### src/rtl/scan_display_ctrl.sv
// -----------------------------------------------------------------------------
// scan_display_ctrl
//
// This is the scan scheduler for the multiplexed 7-segment display of the
// numeric clock. It splits the system clock into per-digit slots of PRESCALE
// cycles and steps through the enabled digits only. Each slot starts with BLANK
// dark cycles for anti-ghosting, and the lit part of the slot fills the rest.
// On each index load, a one-cycle fetch strobe tells the datapath to load the
// digit that select_afisare now points at.
//
// Ports:
//   clock          system clock, rising edge
//   reset          asynchronous, active-high
//   enable         scanning enabled; low keeps the display dark (IDLE)
//   digit_mask     bit i = 1 shows digit i, 0 skips it
//   blink_sel      index of the digit to blink (SCAN_BLINK_EN only)
//   blink_on       blink request (SCAN_BLINK_EN only)
//   select_afisare current digit index for the datapath mux
//   fetch          one-cycle pulse after each index load
//   anode_n        active-low anode enables, at most one bit low
//
// Optional feature macro: SCAN_BLINK_EN
//   When this macro is defined, a rotation counter toggles a blink phase every
//   BLINK_SCANS full rotations. During phase 1, the blink_sel digit stays dark
//   for as long as blink_on is high.
// -----------------------------------------------------------------------------
module scan_display_ctrl #(
    parameter int unsigned DIGITS      = 5,
    parameter int unsigned PRESCALE    = 50000,
    parameter int unsigned BLANK       = 16,
    parameter int unsigned BLINK_SCANS = 64
) (
    input  logic              clock,
    input  logic              reset,
    input  logic              enable,
    input  logic [DIGITS-1:0] digit_mask,
    input  logic [2:0]        blink_sel,
    input  logic              blink_on,
    output logic [2:0]        select_afisare,
    output logic              fetch,
    output logic [DIGITS-1:0] anode_n
);

    localparam int unsigned   CW         = (PRESCALE > 2) ? $clog2(PRESCALE) : 1;
    localparam logic [CW-1:0] BLANK_LAST = CW'(BLANK - 1);
    localparam logic [CW-1:0] SLOT_LAST  = CW'(PRESCALE - 1);

    typedef enum logic [1:0] {
        S_IDLE,
        S_BLANK,
        S_SHOW
    } state_t;

    state_t          state;
    logic [CW-1:0]   cnt;
    logic [2:0]      nxt_sel;
    logic [DIGITS-1:0] lit_value;
    logic            blink_dark;

    // Return the lowest set index. The caller guarantees that m is not zero.
    function automatic logic [2:0] lowest_index(input logic [DIGITS-1:0] m);
        logic [2:0] res;
        res = '0;
        for (int unsigned i = DIGITS; i > 0; i--) begin
            if (m[i-1]) res = 3'(i - 1);
        end
        return res;
    endfunction

    // Return the next set index strictly after cur, wrapping around.
    // If cur is the only set bit, the search lands back on cur.
    function automatic logic [2:0] next_index(input logic [2:0] cur,
                                              input logic [DIGITS-1:0] m);
        logic [2:0]  res;
        logic        found;
        int unsigned j;
        res   = cur;
        found = 1'b0;
        for (int unsigned k = 1; k <= DIGITS; k++) begin
            j = int'(cur) + k;
            if (j >= DIGITS) j = j - DIGITS;
            if (!found && m[j]) begin
                res   = 3'(j);
                found = 1'b1;
            end
        end
        return res;
    endfunction

    function automatic logic [DIGITS-1:0] lit_anodes(input logic [2:0] s,
                                                     input logic [DIGITS-1:0] m,
                                                     input logic dark);
        logic [DIGITS-1:0] oh;
        oh = '0;
        for (int unsigned i = 0; i < DIGITS; i++) begin
            oh[i] = (s == 3'(i));
        end
        return dark ? '1 : ~(oh & m);
    endfunction

`ifdef SCAN_BLINK_EN
    localparam int unsigned   RW       = $clog2(BLINK_SCANS + 1);
    localparam logic [RW-1:0] ROT_LAST = RW'(BLINK_SCANS - 1);

    logic [RW-1:0] rot_cnt;
    logic          blink_phase;

    always_comb begin
        blink_dark = blink_on && blink_phase && (select_afisare == blink_sel);
    end
`else
    logic unused_blink;
    assign unused_blink = ^{blink_sel, blink_on};

    always_comb begin
        blink_dark = 1'b0;
    end
`endif

    always_comb begin
        nxt_sel   = next_index(select_afisare, digit_mask);
        lit_value = lit_anodes(select_afisare, digit_mask, blink_dark);
    end

    always_ff @(posedge clock or posedge reset) begin
        if (reset) begin
            state          <= S_IDLE;
            select_afisare <= '0;
            fetch          <= 1'b0;
            anode_n        <= '1;
            cnt            <= '0;
`ifdef SCAN_BLINK_EN
            rot_cnt        <= '0;
            blink_phase    <= 1'b0;
`endif
        end else if (!enable || digit_mask == '0) begin
            // Override from any state. The index is held so that the datapath
            // keeps its last selection.
            state   <= S_IDLE;
            fetch   <= 1'b0;
            anode_n <= '1;
            cnt     <= '0;
        end else begin
            fetch <= 1'b0;
            case (state)
                S_IDLE: begin
                    select_afisare <= lowest_index(digit_mask);
                    fetch          <= 1'b1;
                    anode_n        <= '1;
                    cnt            <= '0;
                    state          <= S_BLANK;
                end
                S_BLANK: begin
                    cnt <= cnt + 1'b1;
                    if (cnt == BLANK_LAST) begin
                        state   <= S_SHOW;
                        anode_n <= lit_value;
                    end else begin
                        anode_n <= '1;
                    end
                end
                S_SHOW: begin
                    if (cnt == SLOT_LAST) begin
                        cnt            <= '0;
                        select_afisare <= nxt_sel;
                        fetch          <= 1'b1;
                        anode_n        <= '1;
                        state          <= S_BLANK;
`ifdef SCAN_BLINK_EN
                        // A wrap (including a single-digit reselect) ends one rotation.
                        if (nxt_sel <= select_afisare) begin
                            if (rot_cnt == ROT_LAST) begin
                                rot_cnt     <= '0;
                                blink_phase <= ~blink_phase;
                            end else begin
                                rot_cnt <= rot_cnt + 1'b1;
                            end
                        end
`endif
                    end else begin
                        cnt <= cnt + 1'b1;
                        // The anode is re-evaluated every cycle, so a digit
                        // cleared in the middle of a slot goes dark on the next edge.
                        anode_n <= lit_value;
                    end
                end
                default: begin
                    state   <= S_IDLE;
                    anode_n <= '1;
                    cnt     <= '0;
                end
            endcase
        end
    end

endmodule

### config.mk
export PLATFORM = sky130hd
export DESIGN_NAME = scan_display_ctrl
export DESIGN_NICKNAME = d
export VERILOG_FILES = /design/src/rtl/scan_display_ctrl.sv
export SDC_FILE = /design/constraint.sdc
export NUM_CORES = 1
export LEC_CHECK = 0
export ABC_AREA = 1
export CORE_AREA = 2 2 71 73
export CTS_BUF_LIST = sky130_fd_sc_hd__clkbuf_8
export CTS_CLUSTER_SIZE = 8
export DETAILED_ROUTE_END_ITERATION = 12
export DIE_AREA = 0 0 73 75
export GPL_ROUTABILITY_DRIVEN = 1
export PLACE_DENSITY = 0.75
export SYNTH_ARGS = -nofsm -noshare
export SYNTH_HDL_FRONTEND = slang
export SYNTH_SLANG_ARGS = --single-unit
### constraint.sdc
create_clock -name clock -period 3.36 [get_ports clock]
set_clock_uncertainty 0.05 [all_clocks]
set_input_delay 0.672 -clock clock [delete_from_list [all_inputs] [get_ports clock]]
set_output_delay 0.672 -clock clock [all_outputs]
set_load 0.02 [all_outputs]
* After elaboration in Yosys (flattened, before gate mapping) *
Index checks and enable logic that the tools add are counted.

storage, ports and cells
  bits of input ports = 12
  bits in registers = 27
  word-level logic and storage cells = 102

operators by class
  bitwise logic cells = 3
  muxes and demuxes = 45
  $add $sub $neg = 11
  reductions and logical operators = 16
  order comparisons = 10
  equality and inequality tests = 12

operators with widths
  operator               number
  $lt 32x4->1 const B    5
  $mux 32                5
  $mux 3                 11
  $mux 16                2
  $pmux 16 s2            1
  $sub 4x3->5 const B    5
  $ge 4x3->1 const B     5
  $add 16x1->16 const B  1
  $eq 16x16->1 const B   1
  $eq 16x4->1 const B    1
  $bmux 1 s3             5
  $mux 5                 3
  $mux 1                 11
  $pmux 5 s2             1
  $add 3x2->4 const B    2
  $add 3x3->4 const B    2
  $eq 3x2->1 const B     2
  $mux 2                 3
  $ne 3x3->1 const B     2
  $ne 6x6->1 const B     1
  $pmux 2 s3             1
  $pmux 3 s2             1
  $and 5x5->5            1
  $logic_not 1->1        5
  17 further kinds       20

* Longest topological paths before layout *
Gate-level depths: netlist of the first run.

  depth in word-level cells = 20
  gate-level depth with buffers = 21

* Worst setup path after synthesis of the first run *
OpenSTA, ideal clock, no wires.

  kind = register to register
  start = register select_afisare[1]
  end = register select_afisare[1]
  required time = 3.189 ns
  slack = 0.559 ns
  arrival time = 2.630 ns
  path buffers = 0
  cell stages (with the launch flop) = 17
  library setup time = 0.121 ns
  path through = dfrtp_1 -> inv_1 -> ha_1 -> nand2_1 -> nand3_4 -> nand2_1 -> xor2_1 -> inv_1 -> nand2_2 -> nand2_4 -> a21oi_4 -> and2_4 -> nand3b_4 -> nand2_4 -> inv_2 -> nor2_1 -> a21oi_1

between the ends
  word-level cells in the longest chain between the ends = 20

ends and longest elaborated chain
  what                                       line  text
  start: declaration                         39    output logic [2:0] select_afisare,
  start signal: assignment                   147   select_afisare <= lowest_index(digit_mask);
  start signal: assignment                   165   select_afisare <= nxt_sel;
  $add 3x1->4                                80    j = int'(cur) + k;
  $sub 4x3->5 or $ge 4x3->1 (tied branches)  81    if (j >= DIGITS) j = j - DIGITS;
  $mux 32                                    81
  $bmux 1 s3                                 82    if (!found && m[j]) begin
  $mux 1 (implied by the code)               82
  $mux 1                                     82
  $logic_not 1->1                            82
  $logic_and 1x1->1                          82
  (+4 left out)                              -
  $logic_not 1->1                            82
  $logic_and 1x1->1                          82
  $mux 1                                     82
  $logic_not 1->1                            82
  $logic_and 1x1->1                          82
  $mux 3                                     82
  $mux 3                                     163   if (cnt == SLOT_LAST) begin
  $pmux 3 s2                                 145   case (state)

Several ways; a longest one is shown, not always the timed one. The select of a mux whose other input is x is not followed.
A chain may end at the register's enable or synchronous reset.

* Worst setup path in the final report of the first run *
  start = register select_afisare[1]
  end = register select_afisare[2]

The elaborated chain is that of the path after synthesis.

==> results.md, run 1 <==
- Initial antenna violation count: 0
- Register area share after synthesis: 27.1%
- Root buf cell: clkbuf_8
- Worst slack, placed: 0.481 ns
- Cell Area, Synth: around 0.0025 mm^2
- Relative slew slack: 36.0%
- Core outline area: 0.00466 mm^2
- Hold Path Class: register to register
- Final Hold Fails: 0
- Worst Tran Pin Value: 0.959 ns
- H-tree Lvls: 1
- Ant diodes: 0
- Setup_tns: 0 ns
- Initial Utilization: 54.1%
- CTS Buf Count: 3
- Library cells used by synthesis: 43
- Die width: 73 um
- Die area: 0.00548 mm^2
- Vias: 2359
- Clock latency on the worst-skew pair: approximately 0.27 ns
- Final min period: 2.88 ns
- Highest Signal Layer: met4
- Multi-input gate area: around 0.0016 mm^2
- Layout cells sized above 1: 11.2%
- I/O Buffers: 16
- Largest net degree at the start of global routing: 28
- Vias in the first global route: 2222
- Commonest cells after routing, fill and taps aside: 88 x nand2_1, 46 x nor2_1, 45 x inv_1
- Minimum hold slack: roughly 0.42 ns
- Met1 WL: 2530 um
- Ys Warns: 0
- Iteration-0 DRC count of the detailed router: 115
- Global-route wire length before repair: between 9000 and 10000 um
- Tcrit/Tclk final: between 80% and 90%
- Syn_area_per_cell: 6.90 um^2
- Die Height: 75 um
- Ports: 21
- Post-DP HPWL: 4370 um
- Post-CTS sizing: 0
- WL met2: 2640 um
- Area Overhead vs Synth: 10.8%
- Synth Register Bits: 27
- Final setup fails: 0
- CTS sink cnt: 27
- Max Slew Vio Count: 0
- Gp weighted congestion: 0.935
- Layout Nets: roughly 420
- Worst-path clk slew: approximately 0.090 ns
- Clk buf depth: 2
- Met3 wire length: 202 um
- CTS tree: done
- Req. time, crit path: 3.51 ns
- RSZ-0062 raised after global routing: no
- Commonest non-fill, non-tap cell in the layout: nand2_1
- Max Freq: 347 MHz
- Wire length per cell: 12.4 um
- Postcts setup bufs: 0
- Mapped Cells: 365
- Filler cells: roughly 420
- Final Worst Setup Slack: 0.479 ns
- Status: completed
- Worst Path Max Fanout: 10
- Drt drc: 0
- Register area: 682 um^2
- Post-Route WL: 5460 um
- Syn nets: around 400
- Max Cap Violations: 0
- Startpoint Class: register
- Drt via density: about 5.4
- DR pass1 iterations: 6
- Arr. time, crit path: 3.03 ns
- DRT antenna net count: 0
- Hold_buf cts: 0
- Crit Path Class: register to register
- Total track usage: 21.8%
- # rows: 25
- CP endpoint kind: register
- Global route overflow: 0
path summary, 6_finish.rpt:
check,endpoint,slack [ns],cells past startpoint,from
max,select_afisare[2]$_DFFE_PP0P_,0.48,17,select_afisare[1]$_DFFE_PP0P_
min,cnt[0]$_DFF_PP0_,0.42,1,cnt[0]$_DFF_PP0_
max reg2reg,select_afisare[2]$_DFFE_PP0P_,0.48,17,select_afisare[1]$_DFFE_PP0P_
min reg2reg,cnt[0]$_DFF_PP0_,0.42,1,cnt[0]$_DFF_PP0_
max in group asynchronous,cnt[1]$_DFF_PP0_,1.81,2,reset
min in group asynchronous,cnt[0]$_DFF_PP0_,0.87,2,reset
cells by family after synthesis:
group / synth area share [%]
buffers and inverters: 8.74
xor gates and xnor gates: 4.82
adders and majority gates: 8.94
AOI/OAI and AO/OA: 9.58
DFF: 27.1
and+or+nand+nor: 40.9
cell usage after synthesis:
| library cell | n | share of area (%) |
|---|---|---|
| nand3_1 | 39 | 7.7 |
| xor2_1 | 8 | 2.8 |
| nand3b_4 | 1 | 0.79 |
| dfstp_2 | 5 | 5.2 |
| a311oi_1 | 1 | 0.35 |
| nand2_1 | 88 | 13 |
| buf_6 | 1 | 0.45 |
| nor3b_1 | 2 | 0.60 |
| a31oi_1 | 1 | 0.25 |
| and2_4 | 1 | 0.35 |
| o31ai_1 | 1 | 0.30 |
| nand2_2 | 5 | 1.2 |
| a211oi_1 | 1 | 0.30 |
| nor2_1 | 46 | 6.9 |
| xnor2_2 | 1 | 0.65 |
| a21oi_4 | 1 | 0.65 |
| o21a_1 | 1 | 0.30 |
| o211ai_1 | 1 | 0.30 |
| inv_4 | 1 | 0.25 |
| nor4_1 | 2 | 0.50 |
| a41oi_1 | 1 | 0.35 |
| nor2_4 | 1 | 0.45 |
| clkbuf_1 | 1 | 0.15 |
| nand3b_1 | 1 | 0.30 |
| o21ai_2 | 3 | 1.0 |
| dfrtp_1 | 22 | 22 |
| o21ai_1 | 5 | 0.99 |
| inv_1 | 44 | 6.6 |
| nand3_4 | 1 | 0.70 |
| xnor2_1 | 4 | 1.4 |
| nand4_4 | 1 | 0.84 |
| nand2_4 | 4 | 1.8 |
| or2_2 | 1 | 0.25 |
| o21ai_0 | 14 | 2.8 |
| and3_1 | 1 | 0.25 |
| nand4_2 | 1 | 0.50 |
| a21oi_1 | 10 | 2.0 |
| ha_1 | 18 | 8.9 |
| buf_4 | 2 | 0.60 |
| nand3_2 | 4 | 1.6 |
| nor3_1 | 9 | 1.8 |
| nand4_1 | 5 | 1.2 |
| inv_2 | 5 | 0.74 |
per-layer routing:
metal	track usage (%)	vias up
li1	-	1221
met3	1.87	9
met1	26.7	1085
met5	0	-
met2	38.8	44
met4	9.67	0
state kept, by name, summed over array words and instances (netlist names):
name,count
cnt,16
anode_n,5
select_afisare,3
state,2
fetch,1
worst max-delay path: stages (launching register included):
cell     delay, ns
dfrtp_1       0.40
inv_1         0.22
ha_1          0.42
nor2_1        0.24
nand2_1       0.12
nand2_1       0.09
nand2_2       0.09
o21ai_1       0.25
nand2_1       0.09
nand3_1       0.09
nand2_1       0.08
nor2_1        0.12
nand4_2       0.18
nand2_1       0.11
inv_1         0.04
nand2_1       0.05
nand2_1       0.05
a21oi_1       0.12
through the flow:
stage	cells	util, %	instance area [um^2]
2_1_floorplan	365	-	2520
3_3_place_gp	435	59.0	2750
3_5_place_dp	435	59.0	2750
4_1_cts	439	59.9	2790
5_1_grt	439	59.9	2790
6_report	439	59.9	2790
area by class of cell:
class                           count  share of cell area, %
Multi-Input combinational cell    284                   57.9
Inverter                           50                   6.81
Tap cell                           54                   2.42
Clock buffer                        3                   1.48
Sequential cell                    27                   24.4
Clock inverter                      1                  0.134
Timing Repair Buffer               20                   6.81
Power of run 1 is not shown: default switching activity piles up to over one toggle a cycle in this logic, so the estimate is an artifact.
==> run 2, diff against run 1 <==
Clock period 3.36 ns to 3.7 ns, I/O delays scaled along.
==> run 2 against run 1 <==
Against the previous run:
- non-clock buffer count decreased by 1
- largest cell class unchanged
- flip-flop and latch count unchanged
- critical path type unchanged
- die area is the same
- worst setup slack gained 0.33 ns
==> results.md, run 2 (synthesized netlist as in run 1, its figures left out) <==
- Crit Path Class: register to register
- Arr. time, crit path: 3.04 ns
- H-tree Lvls: 1
- Req. time, crit path: 3.84 ns
- Post-Route WL: between 5000 and 6000 um
- CTS sink cnt: 27
- Final Hold Fails: 0
- Worst R2R Start: select_afisare[0]$_DFFE_PP0P_
- Multi-input gate area: 0.00162 mm^2
- Core outline area: 0.00466 mm^2
- Relative slew slack: 35.4%
- Critical Path Source: select_afisare[0]$_DFFE_PP0P_
- Final min period: 2.89 ns
- Initial antenna violation count: 0
- Worst-path clk slew: about 0.09 ns
- Postcts setup bufs: 0
- Drt drc: 0
- CP endpoint kind: register
- Area Overhead vs Synth: 10.6%
- Tcrit/Tclk final: 78.2%
- Initial Utilization: 54.1%
- Ant diodes: 0
- Max FFs per register: 16
- Layout Nets: between 400 and 500
- Total track usage: a little under a quarter
- Post-DP HPWL: 4530 um
- Wire length per cell: approximately 13 um
- Max Cap Violations: 0
- Layout cells sized above 1: 11.2%
- Global-route wire length before repair: 9870 um
- Post-CTS sizing: 0
- Root buf cell: clkbuf_8
- Global route overflow: 0
- Die area: 0.00548 mm^2
- Status: completed
- Largest regs: cnt: 16 flops, anode_n: 5 flops, select_afisare: 3 flops
- Vias in the first global route: 2267
- CTS Buf Count: 3
- Max Freq: around 350 MHz
- Final setup fails: 0
- I/O Buffers: 16
- Largest net degree at the start of global routing: 28
- Gp weighted congestion: approximately 0.89
- Worst Path Max Fanout: 11
- Die width: between 70 and 80 um
- Ports: 21
- Clk buf depth: 2
- Max Slew Vio Count: 0
- # rows: 25
- Hold_buf cts: 0
- R2R depth: 17
- DR pass1 iterations: 4
- Vias: 2400
- FF-to-FF setup slack: slightly above 0.8 ns
- Reg with most FFs: cnt
- DRT antenna net count: 0
- CTS tree: done
- Commonest cells after routing, fill and taps aside: 88 x nand2_1, 46 x nor2_1, 44 x inv_1
- Drt via density: 5.48
- Die Height: 75 um
- RSZ-0062 raised after global routing: no
- Commonest non-fill, non-tap cell in the layout: nand2_1
- Hold Path Class: register to register
- Iteration-0 DRC count of the detailed router: 117
- Register area: 682 um^2
- Critical Path Sink: select_afisare[2]$_DFFE_PP0P_
- Worst Tran Pin Value: 0.968 ns
- Filler cells: approximately 460
- Clock latency on the worst-skew pair: 0.26 ns
- Reg-to-reg critical path endpoint: select_afisare[2]$_DFFE_PP0P_
- Startpoint Class: register
- Setup_tns: 0 ns
## run 2: layout make-up
class / count / share of cell area (%)
multi-input cells: 284 / 58.1
clock inverters: 1 / 0.180
clock buffers: 3 / 1.48
flip-flops and latches: 27 / 24.5
inverters: 50 / 6.83
repair buffers: 19 / 6.56
well taps: 54 / 2.42
## run 2: how the worst min path moves through the flow
| stage | from | to | slack, ns | cells after the start |
|---|---|---|---|---|
| floorplan | cnt[0]$_DFF_PP0_ | cnt[0]$_DFF_PP0_ | 0.38 | 1 |
| global placement | cnt[0]$_DFF_PP0_ | cnt[0]$_DFF_PP0_ | 0.39 | 1 |
| detailed placement | cnt[0]$_DFF_PP0_ | cnt[0]$_DFF_PP0_ | 0.41 | 1 |
| CTS | cnt[0]$_DFF_PP0_ | cnt[0]$_DFF_PP0_ | 0.42 | 1 |
| global route | cnt[0]$_DFF_PP0_ | cnt[0]$_DFF_PP0_ | 0.45 | 1 |
| finish | cnt[0]$_DFF_PP0_ | cnt[0]$_DFF_PP0_ | 0.41 | 1 |
## run 2: layer usage
metal	wire [um]	part of all wire (%)	global-route usage (%)	vias up
met4	98	1.7	6.79	0
li1	-	-	-	1227
met3	308	5.4	1.61	10
met1	2420	43	28.3	1089
met5	0	0	0	-
met2	2850	50	41.3	74
## run 2: worst max-delay path: stages, from the launching register on
cell and delay (ns):
dfrtp_1 0.40, inv_2 0.23, ha_1 0.44, nor2_1 0.24
nand2_1 0.11, nand2_1 0.08, nand2_2 0.09, xor2_1 0.26
nor2_1 0.06, nand3_1 0.08, nand2_1 0.07, nor2_1 0.12
nand4_2 0.18, nand2_1 0.10, inv_1 0.04, nand2_1 0.06
nand2_1 0.06, a21oi_1 0.14
## run 2: per-stage QoR
step | instance area, um^2 | hold WS (ns) | std cells | util [%] | setup slack (ns)
2_1_floorplan | 2520 | 0.375 | 365 | - | 0.899
3_3_place_gp | 2740 | 0.393 | 434 | 58.8 | 0.743
3_5_place_dp | 2740 | 0.409 | 434 | 58.8 | 0.726
4_1_cts | 2790 | 0.421 | 438 | 59.8 | 0.827
5_1_grt | 2790 | 0.449 | 438 | 59.8 | 0.386
6_report | 2790 | 0.414 | 438 | 59.8 | 0.806
Power of run 2 is left out for the same reason.
==> run 3, diff against run 2 <==
Settings changed: PLACE_DENSITY 0.75 to 0.78.
Clock period 3.7 ns to 2.5 ns, I/O delays scaled along.
==> run 3 against run 2 <==
Against the previous run:
- the run now ends with setup timing left
- maximum frequency up 9.5%
- via count rose by 11%
- flip-flop and latch count stayed put
- routed wire length increased by 22%
- worst setup slack worse by 0.95 ns
- critical endpoint is now select_afisare[0]$_DFFE_PP0P_
- count of clock-buffer cells in the layout stayed put
==> results.md, run 3 (synthesized netlist as in run 1, its figures left out) <==
- Reg with most FFs: cnt
- Commonest cells after routing, fill and taps aside: 71 x nand2_1, 50 x buf_4, 42 x nor2_1
- Status: complete, but fails checks
- Die Height: 75 um
- Post-Route WL: 6960 um
- DR pass1 iterations: 5
- Drt drc: 0
- Worst Tran Pin Value: 0.325 ns
- Final Hold Fails: 0
- Tcrit/Tclk final: 106%
- Top delay family on crit path: simple AND/OR/NAND/NOR gates
- Largest regs: cnt: 16 flops, anode_n: 5 flops, select_afisare: 3 flops
- Final min period: 2.64 ns
- Iteration-0 DRC count of the detailed router: 158
- Wire length per cell: 14.2 um
- Die width: 73 um
- Startpoint Class: register
- Crit path largest cell delay: 0.47 ns
- Global route overflow: 0
- Drt via density: 5.46
- Die area: 0.00548 mm^2
- CTS Buf Count: 3
- Bufs and invs on worst path: 4
- Relative slew slack: a little under 80%
- Clock latency on the worst-skew pair: 0.28 ns
- Arr. time, crit path: 2.79 ns
- CP endpoint kind: register
- Worst-path clk slew: 0.09 ns
- Vias: 2671
- Layout Nets: 466
- Max Freq: about 380 MHz
- Final Worst Setup Slack: -0.144 ns
- Area Overhead vs Synth: 38.4%
- Hold_buf cts: 0
- Global-route wire length before repair: ~11000 um
- Req. time, crit path: around 2.7 ns
- Crit-path most repeated cell: nand2_1
- Total track usage: 25.3%
- Largest net degree at the start of global routing: 28
- Crit-path cells: inv_6 > ha_1 > inv_1 > nand2_1 > nand2_2 > nand2_4 > nand4_1 > nand2_2 > nand2_1 > nand3_1 > nand3_1 > nand2_2 > buf_4 > nand4_4 > nand2_1 > inv_1 > nand2_1 > nand2_1 > a21oi_2
- Final setup fails: 3
- Hold Path Class: register to register
- Ports: 21
- CP max-delay cell: dfrtp_2
- Core outline area: 0.00466 mm^2
- CTS sink cnt: 27
- Clk buf depth: 2
- DRT antenna net count: 0
- Layout cells sized above 1: about 33%
- Final std cells w/o fill: 489
- Max Slew Vio Count: 0
- Max FFs per register: 16
- Ant diodes: 0
- Post-DP HPWL: around 5100 um
- # rows: 25
- Failing checks: setup timing
- Vias in the first global route: 2469
- Crit Path Class: register to register
- Gp weighted congestion: 0.960
- Dpl cells: 476
- Max Cap Violations: 0
- Initial antenna violation count: 0
- Root buf cell: clkbuf_8
- Worst Path Max Fanout: 8
- CTS tree: done
- H-tree Lvls: 1
- I/O Buffers: 16
- Commonest non-fill, non-tap cell in the layout: nand2_1
- RSZ-0062 raised after global routing: yes
- Initial Utilization: 54.1%
- Filler cells: 327
## run 3: cell types whose count changed in the layout (fill, tap and decap cells not counted), moves of 5 or more
cell,before,now
buf_4,3,50
nand2_1,88,71
nand2_2,5,18
nand3_1,39,28
nand3_2,4,10
nand3_4,1,6
## run 3: final cells by class
cell class | count | area [um^2] | share of cell area, %
flip-flops and latches | 27 | 686 | 19.7
repair buffers | 70 | 589 | 16.9
clock inverters | 1 | 5.00 | 0.144
well taps | 54 | 67.6 | 1.94
clock buffers | 3 | 41.3 | 1.18
multi-input cells | 284 | 1900 | 54.4
inverters | 50 | 200 | 5.74
## run 3: timing repair
item / 4_1_cts / 5_1_grt
setup buffers: 5 / 5
resized for setup: 20 / 42
endpoints found under the setup margin: 3 / 3
pin swaps: 15 / 23
## run 3: routing by layer
layer / up-vias / wire length [um] / track usage (%)
li1: 1322 / - / -
met1: 1228 / 2770 / 29.0
met3: 20 / 313 / 1.74
met5: - / 0 / 0
met2: 101 / 3710 / 49.5
met4: 0 / 167 / 8.02
## run 3: final timing paths
kind | start | to | slack (ns) | depth (start not counted)
max in group asynchronous | reset | anode_n[0]$_DFF_PP1_ | 1.58 | 3
worst min register to register | cnt[0]$_DFF_PP0_ | cnt[0]$_DFF_PP0_ | 0.40 | 1
worst max register to register | select_afisare[0]$_DFFE_PP0P_ | select_afisare[0]$_DFFE_PP0P_ | -0.14 | 19
worst max-delay path | select_afisare[0]$_DFFE_PP0P_ | select_afisare[0]$_DFFE_PP0P_ | -0.14 | 19
worst min-delay path | cnt[0]$_DFF_PP0_ | cnt[0]$_DFF_PP0_ | 0.40 | 1
min in group asynchronous | reset | cnt[8]$_DFF_PP0_ | 0.53 | 3
## run 3: worst reg2reg max path: cells and delay by family, from the launching register on
family	cells	cell delay, ns
compound gates	1	0.14
fa+ha+maj	1	0.19
buf+inv	4	0.36
flops	1	0.47
simple gates	13	1.35
## run 3: metrics by stage
step	hold slack, ns	util, %	worst slack, ns	TNS, ns	cell area (um^2)
2_1_floorplan	0.375	-	0.0148	0	2580
3_3_place_gp	0.385	67.0	-0.0516	-0.0783	3120
3_5_place_dp	0.396	67.0	-0.105	-0.250	3120
4_1_cts	0.408	70.5	-0.0408	-0.0700	3280
5_1_grt	0.449	74.8	-0.295	-0.875	3490
6_report	0.403	74.8	-0.144	-0.374	3490
Power of run 3 is left out for the same reason.
